File: config.mk
export PLATFORM = sky130hd
export DESIGN_NAME = usb_transaction_fsm
export DESIGN_NICKNAME = d
export VERILOG_FILES = /design/src/rtl/usb_transaction_fsm.sv
export SDC_FILE = /design/constraint.sdc
export NUM_CORES = 1
export LEC_CHECK = 0
export ABC_CLOCK_PERIOD_IN_PS = 4200
export CORE_MARGIN = 2
export CORE_UTILIZATION = 30
export DETAILED_ROUTE_END_ITERATION = 10
export GPL_TIMING_DRIVEN = 0
export PLACE_DENSITY = 0.61
export SETUP_SLACK_MARGIN = 0.3
export SYNTH_ARGS = -nofsm -noshare
export SYNTH_HDL_FRONTEND = slang
export SYNTH_SLANG_ARGS = --single-unit
File: constraint.sdc
create_clock -name clk -period 4.2 [get_ports clk]
set_input_delay 0.84 -clock clk [delete_from_list [all_inputs] [get_ports clk]]
set_output_delay 0.84 -clock clk [all_outputs]
set_load 0.1 [all_outputs]
File: src/rtl/usb_transaction_fsm.sv
// Host-side USB transaction engine: token, data/handshake exchange, retry on
// NAK/timeout/corruption, and success/failure reporting to the sequencer.
module usb_transaction_fsm #(
  parameter int unsigned TIMEOUT   = 255,
  parameter int unsigned MAX_RETRY = 8
) (
  input  logic        clk,
  input  logic        rst_b,
  input  logic        out_trans,
  input  logic        in_trans,
  input  logic [6:0]  dev_addr,
  input  logic [3:0]  endp,
  input  logic [63:0] data_out,
  output logic [63:0] data_in,
  output logic        busy,
  output logic        trans_done,
  output logic        trans_fail,
  output logic        pkt_send,
  output logic [3:0]  pkt_pid,
  output logic [10:0] pkt_token,
  output logic [63:0] pkt_data,
  input  logic        enc_done,
  input  logic        rx_valid,
  input  logic [3:0]  rx_pid,
  input  logic [63:0] rx_data,
  input  logic        rx_err
);

  localparam int unsigned RW = $clog2(MAX_RETRY + 1);
  localparam int unsigned TW = $clog2(TIMEOUT + 1);

  localparam logic [3:0] PID_OUT   = 4'b0001;
  localparam logic [3:0] PID_IN    = 4'b1001;
  localparam logic [3:0] PID_DATA0 = 4'b0011;
  localparam logic [3:0] PID_ACK   = 4'b0010;
  localparam logic [3:0] PID_NAK   = 4'b1010;

  typedef enum logic [3:0] {
    S_IDLE, S_TOKEN, S_DATA, S_WAIT_HS, S_RXDATA,
    S_SEND_ACK, S_RETRY, S_DONE, S_FAIL
  } state_t;

  state_t        state_q, state_d;
  logic          is_in_q, is_in_d;
  logic [10:0]   token_q, token_d;
  logic [63:0]   data_q, data_d;
  logic [63:0]   din_q, din_d;
  logic [RW-1:0] retry_q, retry_d;
  logic [TW-1:0] tmo_q, tmo_d;
  logic          sent_q, sent_d;
  logic          tmo_expired;

  assign tmo_expired = (tmo_q == TW'(TIMEOUT - 1));

  always_ff @(posedge clk or negedge rst_b) begin
    if (!rst_b) begin
      state_q <= S_IDLE;
      is_in_q <= 1'b0;
      token_q <= '0;
      data_q  <= '0;
      din_q   <= '0;
      retry_q <= '0;
      tmo_q   <= '0;
      sent_q  <= 1'b0;
    end else begin
      state_q <= state_d;
      is_in_q <= is_in_d;
      token_q <= token_d;
      data_q  <= data_d;
      din_q   <= din_d;
      retry_q <= retry_d;
      tmo_q   <= tmo_d;
      sent_q  <= sent_d;
    end
  end

  always_comb begin
    state_d = state_q;
    is_in_d = is_in_q;
    token_d = token_q;
    data_d  = data_q;
    din_d   = din_q;
    retry_d = retry_q;
    case (state_q)
      S_IDLE: begin
        if (out_trans || in_trans) begin
          state_d = S_TOKEN;
          is_in_d = !out_trans;
          token_d = {endp, dev_addr};
          data_d  = data_out;
        end
      end
      S_TOKEN:    if (enc_done) state_d = is_in_q ? S_RXDATA : S_DATA;
      S_DATA:     if (enc_done) state_d = S_WAIT_HS;
      S_WAIT_HS: begin
        if (rx_valid) begin
          state_d = (!rx_err && rx_pid == PID_ACK) ? S_DONE : S_RETRY;
        end else if (tmo_expired) begin
          state_d = S_RETRY;
        end
      end
      S_RXDATA: begin
        if (rx_valid) begin
          if (!rx_err && rx_pid == PID_DATA0) begin
            din_d   = rx_data;
            state_d = S_SEND_ACK;
          end else begin
            state_d = S_RETRY;
          end
        end else if (tmo_expired) begin
          state_d = S_RETRY;
        end
      end
      S_SEND_ACK: if (enc_done) state_d = S_DONE;
      S_RETRY: begin
        retry_d = retry_q + RW'(1);
        state_d = (retry_d == RW'(MAX_RETRY)) ? S_FAIL : S_TOKEN;
      end
      S_DONE, S_FAIL: begin
        retry_d = '0;
        state_d = S_IDLE;
      end
      default: state_d = S_IDLE;
    endcase

    // Any state change restarts the response window and re-arms the send pulse.
    tmo_d = tmo_q;
    if (state_d != state_q) begin
      tmo_d = '0;
    end else if (state_q == S_WAIT_HS || state_q == S_RXDATA) begin
      tmo_d = tmo_q + TW'(1);
    end
    sent_d = (state_d != state_q) ? 1'b0 : (sent_q | pkt_send);
  end

  always_comb begin
    busy       = (state_q != S_IDLE);
    trans_done = (state_q == S_DONE);
    trans_fail = (state_q == S_FAIL);
    pkt_send   = 1'b0;
    pkt_pid    = '0;
    case (state_q)
      S_TOKEN: begin
        pkt_send = !sent_q;
        pkt_pid  = is_in_q ? PID_IN : PID_OUT;
      end
      S_DATA: begin
        pkt_send = !sent_q;
        pkt_pid  = PID_DATA0;
      end
      S_SEND_ACK: begin
        pkt_send = !sent_q;
        pkt_pid  = PID_ACK;
      end
      default: ;
    endcase
    pkt_token = token_q;
    pkt_data  = data_q;
    data_in   = din_q;
  end

endmodule

==> results of run 1 <==
worst register-to-register path, delay by kind of cell, from the launching register on:
kind                   cells  cell delay, ns
muxes                      1            0.34
buffers and inverters      3            0.57
and+or+nand+nor            2            0.77
DFF                        1            0.38
path summary, 6_finish.rpt:
check / to / slack [ns]
max in group asynchronous: pkt_data[53] / 2.91
worst max-delay path: pkt_send / 0.58
worst min-delay path: data_in[61] / 0.39
min in group clk: pkt_data[20] / 0.48
worst min register to register: pkt_data[20] / 0.48
worst max register to register: pkt_data[42] / 2.03
Yosys cell counts, types with 3 or more instances:
cell type                  number  area share
sky130_fd_sc_hd__nor2b_1        3      0.0029
sky130_fd_sc_hd__nand2_1       13      0.0076
sky130_fd_sc_hd__inv_1          4      0.0023
sky130_fd_sc_hd__buf_2         12      0.0093
sky130_fd_sc_hd__nor2_1        16      0.0093
sky130_fd_sc_hd__nand2b_1       6      0.0058
sky130_fd_sc_hd__nor3b_2        3      0.0058
sky130_fd_sc_hd__dfrtp_1      157        0.61
sky130_fd_sc_hd__a21oi_1        8      0.0062
sky130_fd_sc_hd__xor2_1         7      0.0095
sky130_fd_sc_hd__xnor2_1        5      0.0068
sky130_fd_sc_hd__buf_6          6       0.010
sky130_fd_sc_hd__ha_1           4      0.0078
sky130_fd_sc_hd__mux2_1       140        0.24
sky130_fd_sc_hd__nand3_1        5      0.0039
layer usage:
layer	part of all wire	GRT usage
met2	0.52	0.286
met4	0.021	0.0444
met5	0	0
met3	0.075	0.0497
met1	0.38	0.175
flip-flops by register name, summed over array words and instances, names as in the netlist:
signal	flops
tmo_q	8
is_in_q	1
data_in	64
pkt_data	64
pkt_token	11
state_q	4
retry_q	4
sent_q	1
stage by stage:
| stage | cell area (µm²) | utilization |
|---|---|---|
| finish | 10400 | 0.491 |
| detailed placement | 9780 | 0.464 |
| global placement | 9750 | 0.463 |
| floorplan | 6460 | - |
| global route | 10400 | 0.491 |
| CTS | 10400 | 0.491 |
kinds of logic after synthesis:
family / after synthesis / synth area share
AOI/OAI and AO/OA: 23 / 0.0322
xor gates and xnor gates: 12 / 0.0163
adders and majority gates: 4 / 0.00776
buffers and inverters: 25 / 0.0250
DFF: 157 / 0.609
muxes: 141 / 0.246
other: 1 / 0.000581
and+or+nand+nor: 66 / 0.0632
cell type report:
class | count | area share
inverter | 4 | 0.00145
tap | 275 | 0.0332
clock inverter | 13 | 0.0128
sequential | 157 | 0.379
buffer | 21 | 0.0141
multi-input combinational | 247 | 0.229
clock buffer | 18 | 0.0424
timing repair buffer | 296 | 0.288
==> run_summary.xml, run 1 <==
<?xml version="1.0" encoding="UTF-8"?>
<metrics>
  <group name="setup_path">
    <metric name="crit_arrival" unit="ns">2.78</metric>
    <metric name="critical_path.startpoint" unit="">state_q[3]</metric>
    <metric name="buffers_inverters_on_critical_path" unit="">3</metric>
    <metric name="critical-path-top-delay-family" unit="">buffers and inverters</metric>
    <metric name="start_kind" unit="">flop</metric>
    <metric name="cp_max_fo" unit="">10</metric>
    <metric name="crit_reg_reg_startpoint" unit="">state_q[3]</metric>
    <metric name="critPathCaptureType" unit="">primary output</metric>
    <metric name="timing.reg2reg.worst_path_depth" unit="">6</metric>
    <metric name="critical-path-max-stage-delay" unit="ns">1.15</metric>
    <metric name="crit_type" unit="">reg -&gt; out</metric>
    <metric name="critical_path_cell_count" unit="">5</metric>
    <metric name="crit_slowest_cell" unit="">sky130_fd_sc_hd__clkdlybuf4s50_1</metric>
    <metric name="crit_chain" unit="">buf_6 -&gt; clkbuf_1 -&gt; o21ba_2 -&gt; nor2b_1 -&gt; clkdlybuf4s50_1</metric>
    <metric name="required" unit="ns">3.36</metric>
  </group>
  <group name="clock_tree">
    <metric name="cts_max_path_buffers" unit="">2</metric>
    <metric name="post-cts-setup-buffer-count" unit="">0</metric>
    <metric name="hold_buffers_post_cts" unit="">0</metric>
    <metric name="cts-resized-gates" unit="">0</metric>
    <metric name="cts-buffers-inserted" unit="">17</metric>
    <metric name="cts_tree" unit="">built</metric>
    <metric name="clock_latency" unit="ns">0.41</metric>
    <metric name="root_buffer" unit="">sky130_fd_sc_hd__clkbuf_16</metric>
    <metric name="htree_levels" unit="">4</metric>
    <metric name="clk_transition_reported_paths" unit="ns">0.06</metric>
    <metric name="clock_sink_total" unit="">157</metric>
  </group>
  <group name="cells_and_area">
    <metric name="layout-drive-gt1-share" unit="">0.0926</metric>
    <metric name="multi_input_comb_area" unit="µm²">2370</metric>
    <metric name="layout_common_cells" unit="">294 x sky130_fd_sc_hd__clkdlybuf4s50_1, 157 x sky130_fd_sc_hd__dfrtp_1, 140 x sky130_fd_sc_hd__mux2_1</metric>
    <metric name="sequential_cell_area" unit="µm²">3930</metric>
    <metric name="n_antenna_cell" unit="">0</metric>
    <metric name="post_layout_nonfiller_instances" unit="">1031</metric>
    <metric name="area_growth_syn_to_layout" unit="%">60.5</metric>
    <metric name="layout.cells.most_common" unit="">sky130_fd_sc_hd__clkdlybuf4s50_1</metric>
    <metric name="fillCellCount" unit="">1832</metric>
    <metric name="nNetsFinal" unit="">898</metric>
  </group>
  <group name="timing">
    <metric name="timing.slew.headroom" unit="">0.276</metric>
    <metric name="finalCritPeriodShare" unit="">0.861</metric>
    <metric name="worst-slew-pin-transition" unit="ns">1.08</metric>
    <metric name="maxSlewViolCount" unit="">0</metric>
    <metric name="final.hold.worst_slack" unit="ns">0.385</metric>
    <metric name="final-hold-violation-count" unit="">0</metric>
    <metric name="final-setup-viol-count" unit="">0</metric>
    <metric name="final.setup.tns" unit="ns">0</metric>
    <metric name="finClkSkew" unit="ns">0.00917</metric>
    <metric name="fmax" unit="MHz">277</metric>
    <metric name="timing.final.ws_setup" unit="ns">0.584</metric>
    <metric name="grt_setup_unrepaired" unit="">no</metric>
    <metric name="post-route-min-period" unit="ns">3.62</metric>
  </group>
  <group name="route">
    <metric name="drt_first_pass_iters" unit="">4</metric>
    <metric name="routed-via-count" unit="">4616</metric>
    <metric name="drcViolationCount" unit="">0</metric>
    <metric name="ant_nets" unit="">0</metric>
    <metric name="routed_wire_length" unit="µm">18100</metric>
    <metric name="detail_route.vias_per_cell" unit="">4.48</metric>
    <metric name="post_drt_wl_per_cell" unit="µm">17.6</metric>
    <metric name="detail_route.iter0.violations" unit="">95</metric>
  </group>
  <group name="synth">
    <metric name="async_flop_share" unit="">1.00</metric>
    <metric name="ys_seq_area_frac" unit="">0.609</metric>
    <metric name="postSynthAreaPerCell" unit="µm²">15.0</metric>
    <metric name="syn_nets" unit="">583</metric>
    <metric name="ys.flop_type" unit="">sky130_fd_sc_hd__dfrtp_1</metric>
    <metric name="synth.ff_latch_count" unit="">157</metric>
    <metric name="yosysWarnings" unit="">0</metric>
    <metric name="synth_enable_flop_cells" unit="">0</metric>
    <metric name="netlist_instances" unit="">429</metric>
    <metric name="cell_variety_after_synth" unit="">47</metric>
    <metric name="post_synth_instance_area" unit="µm²">6450</metric>
  </group>
  <group name="place">
    <metric name="preCtsSetupSlack" unit="ns">1.01</metric>
    <metric name="finalWeightedCongestion" unit="">0.740</metric>
    <metric name="placedCellCount" unit="">1000</metric>
    <metric name="port_buffers" unit="">295</metric>
    <metric name="place_hpwl" unit="µm">14300</metric>
  </group>
  <group name="floorplan">
    <metric name="fp.dieH" unit="µm">151</metric>
    <metric name="area_of_the_die" unit="µm²">22700</metric>
    <metric name="num_io_pins" unit="">297</metric>
    <metric name="core_area" unit="µm²">21100</metric>
    <metric name="die_x" unit="µm">151</metric>
    <metric name="rows" unit="">53</metric>
    <metric name="initial_utilization" unit="">0.306</metric>
  </group>
  <group name="global_route">
    <metric name="antenna_found_initial" unit="">0</metric>
    <metric name="grt_pass1_wl" unit="µm">27300</metric>
    <metric name="grt.total_usage" unit="">0.157</metric>
    <metric name="overflow" unit="">0</metric>
    <metric name="grt_start_max_net_pins" unit="">100</metric>
    <metric name="number_of_global_route_vias_before_repair" unit="">4967</metric>
  </group>
  <group name="run">
    <metric name="timing.max_cap.violations" unit="">0</metric>
  </group>
  <group name="outcome">
    <metric name="run_status" unit="">completed</metric>
  </group>
  <group name="min_path">
    <metric name="hold_class" unit="">in -&gt; async</metric>
  </group>
</metrics>
Power of run 1 is not shown: default switching activity piles up to over one toggle a cycle in this logic, so the estimate is an artifact.
==> run 2, diff against run 1 <==
--- a/config.mk
+++ b/config.mk
@@ -11,6 +11,7 @@
 export DETAILED_ROUTE_END_ITERATION = 10
 export GPL_TIMING_DRIVEN = 0
 export PLACE_DENSITY = 0.61
+export REMOVE_ABC_BUFFERS = 1
 export SETUP_SLACK_MARGIN = 0.3
 export SYNTH_ARGS = -nofsm -noshare
 export SYNTH_HDL_FRONTEND = slang
==> run 2 against run 1 <==
Sequential share of layout area up 0.096 points. Flip-flop and latch count unchanged. Clock-buffer cell count up 1. Global-route usage down 0.94 points. Hold slack worse by 0.11 ns. Via count down 2.2%.
==> run_summary.xml, run 2 (synthesis results as in run 1) <==
<?xml version="1.0" encoding="UTF-8"?>
<metrics>
  <group name="outcome">
    <metric name="run_status" unit="">completed</metric>
  </group>
  <group name="min_path">
    <metric name="hold_class" unit="">in -&gt; async</metric>
  </group>
  <group name="setup_path">
    <metric name="crit_type" unit="">reg -&gt; out</metric>
    <metric name="start_kind" unit="">flop</metric>
    <metric name="timing.reg2reg.worst_path_depth" unit="">4</metric>
    <metric name="required" unit="ns">3.36</metric>
    <metric name="critPathCaptureType" unit="">primary output</metric>
    <metric name="crit_arrival" unit="ns">2.85</metric>
    <metric name="cp_max_fo" unit="">16</metric>
  </group>
  <group name="floorplan">
    <metric name="core_area" unit="µm²">21100</metric>
    <metric name="die_x" unit="µm">151</metric>
    <metric name="rows" unit="">53</metric>
    <metric name="num_io_pins" unit="">297</metric>
    <metric name="fp.dieH" unit="µm">151</metric>
    <metric name="area_of_the_die" unit="µm²">22700</metric>
    <metric name="initial_utilization" unit="">0.306</metric>
  </group>
  <group name="timing">
    <metric name="finClkSkew" unit="ns">0.00927</metric>
    <metric name="finalCritPeriodShare" unit="">0.879</metric>
    <metric name="final.setup.tns" unit="ns">0</metric>
    <metric name="final-hold-violation-count" unit="">0</metric>
    <metric name="timing.slew.headroom" unit="">0.297</metric>
    <metric name="maxSlewViolCount" unit="">0</metric>
    <metric name="worst-slew-pin-transition" unit="ns">1.05</metric>
    <metric name="final.hold.worst_slack" unit="ns">0.276</metric>
    <metric name="grt_setup_unrepaired" unit="">no</metric>
    <metric name="post-route-min-period" unit="ns">3.69</metric>
    <metric name="final-setup-viol-count" unit="">0</metric>
    <metric name="fmax" unit="MHz">271</metric>
  </group>
  <group name="cells_and_area">
    <metric name="layout_common_cells" unit="">292 x sky130_fd_sc_hd__clkdlybuf4s50_1, 157 x sky130_fd_sc_hd__dfrtp_1, 140 x sky130_fd_sc_hd__mux2_1</metric>
    <metric name="post_layout_nonfiller_instances" unit="">1013</metric>
    <metric name="layout.cells.most_common" unit="">sky130_fd_sc_hd__clkdlybuf4s50_1</metric>
    <metric name="area_growth_syn_to_layout" unit="%">60.1</metric>
    <metric name="layout-drive-gt1-share" unit="">0.0705</metric>
    <metric name="n_antenna_cell" unit="">0</metric>
    <metric name="multi_input_comb_area" unit="µm²">2380</metric>
    <metric name="final_core_density" unit="">0.490</metric>
    <metric name="sequential_cell_area" unit="µm²">3930</metric>
    <metric name="fillCellCount" unit="">1873</metric>
    <metric name="nNetsFinal" unit="">880</metric>
  </group>
  <group name="run">
    <metric name="timing.max_cap.violations" unit="">0</metric>
  </group>
  <group name="place">
    <metric name="finalWeightedCongestion" unit="">0.779</metric>
    <metric name="place_hpwl" unit="µm">12900</metric>
    <metric name="port_buffers" unit="">295</metric>
    <metric name="placedCellCount" unit="">982</metric>
  </group>
  <group name="global_route">
    <metric name="grtUsageMet1" unit="">0.168</metric>
    <metric name="grt_start_max_net_pins" unit="">78</metric>
    <metric name="grt_most_used_layer" unit="">met2</metric>
    <metric name="number_of_global_route_vias_before_repair" unit="">4838</metric>
    <metric name="grt_pass1_wl" unit="µm">25700</metric>
    <metric name="grtUsageMet3" unit="">0.0385</metric>
    <metric name="overflow" unit="">0</metric>
    <metric name="gr-usage-met2" unit="">0.268</metric>
    <metric name="antenna_found_initial" unit="">0</metric>
    <metric name="grt.total_usage" unit="">0.147</metric>
  </group>
  <group name="clock_tree">
    <metric name="post-cts-setup-buffer-count" unit="">0</metric>
    <metric name="cts_tree" unit="">built</metric>
    <metric name="cts_max_path_buffers" unit="">2</metric>
    <metric name="clk_transition_reported_paths" unit="ns">0.07</metric>
    <metric name="root_buffer" unit="">sky130_fd_sc_hd__clkbuf_16</metric>
    <metric name="cts-buffers-inserted" unit="">17</metric>
    <metric name="clock_latency" unit="ns">0.41</metric>
    <metric name="clock_sink_total" unit="">157</metric>
    <metric name="htree_levels" unit="">4</metric>
  </group>
  <group name="route">
    <metric name="post_drt_wl_per_cell" unit="µm">16.6</metric>
    <metric name="ant_nets" unit="">0</metric>
    <metric name="detail_route.vias_per_cell" unit="">4.46</metric>
    <metric name="routed_wire_length" unit="µm">16900</metric>
    <metric name="routed-via-count" unit="">4513</metric>
    <metric name="drcViolationCount" unit="">0</metric>
    <metric name="drt_first_pass_iters" unit="">4</metric>
    <metric name="detail_route.iter0.violations" unit="">111</metric>
  </group>
</metrics>
==> run 2: metal layers <==
metal	wire length, µm	share of wire
met1	6490	0.39
met2	9130	0.54
met3	918	0.054
met4	315	0.019
met5	0	0
==> run 2: critical path: stages, from the launching register on <==
cell and delay, ns:
sky130_fd_sc_hd__dfrtp_1 0.68, sky130_fd_sc_hd__nand2b_1 0.25, sky130_fd_sc_hd__a211oi_1 0.31, sky130_fd_sc_hd__clkdlybuf4s50_1 1.19
==> run 2: timing repair <==
item / in CTS / in global routing
gates resized for setup: 0 / 2
setup endpoints to repair: 0 / 2
hold buffers: 0 / 0
==> run 2: cell type report <==
cell class              instances  share of cell area
multi-input cells             247               0.230
clock buffers                  19              0.0419
clock inverters                12              0.0157
inverters                       4             0.00145
flip-flops and latches        157               0.380
well taps                     275              0.0333
repair buffers                299               0.297
==> run 2: metrics by stage <==
stage / cell area, µm² / worst slack [ns]
floorplan: 6300 / -0.511
global placement: 9600 / -4.08
detailed placement: 9730 / 0.846
CTS: 10300 / 0.364
global route: 10300 / 0.336
finish: 10300 / 0.510
==> run 2: path summary, 6_finish.rpt <==
path / startpoint / endpoint / slack, ns
max: state_q[1] / pkt_pid[0] / 0.51
min: rst_b / pkt_data[2] / 0.28
max in group asynchronous: rst_b / data_in[6] / 3.00
min reg2reg: pkt_data[42] / pkt_data[42] / 0.48
min in group clk: pkt_data[42] / pkt_data[42] / 0.48
max reg2reg: state_q[3] / pkt_data[52] / 1.85
Power of run 2 is left out for the same reason.
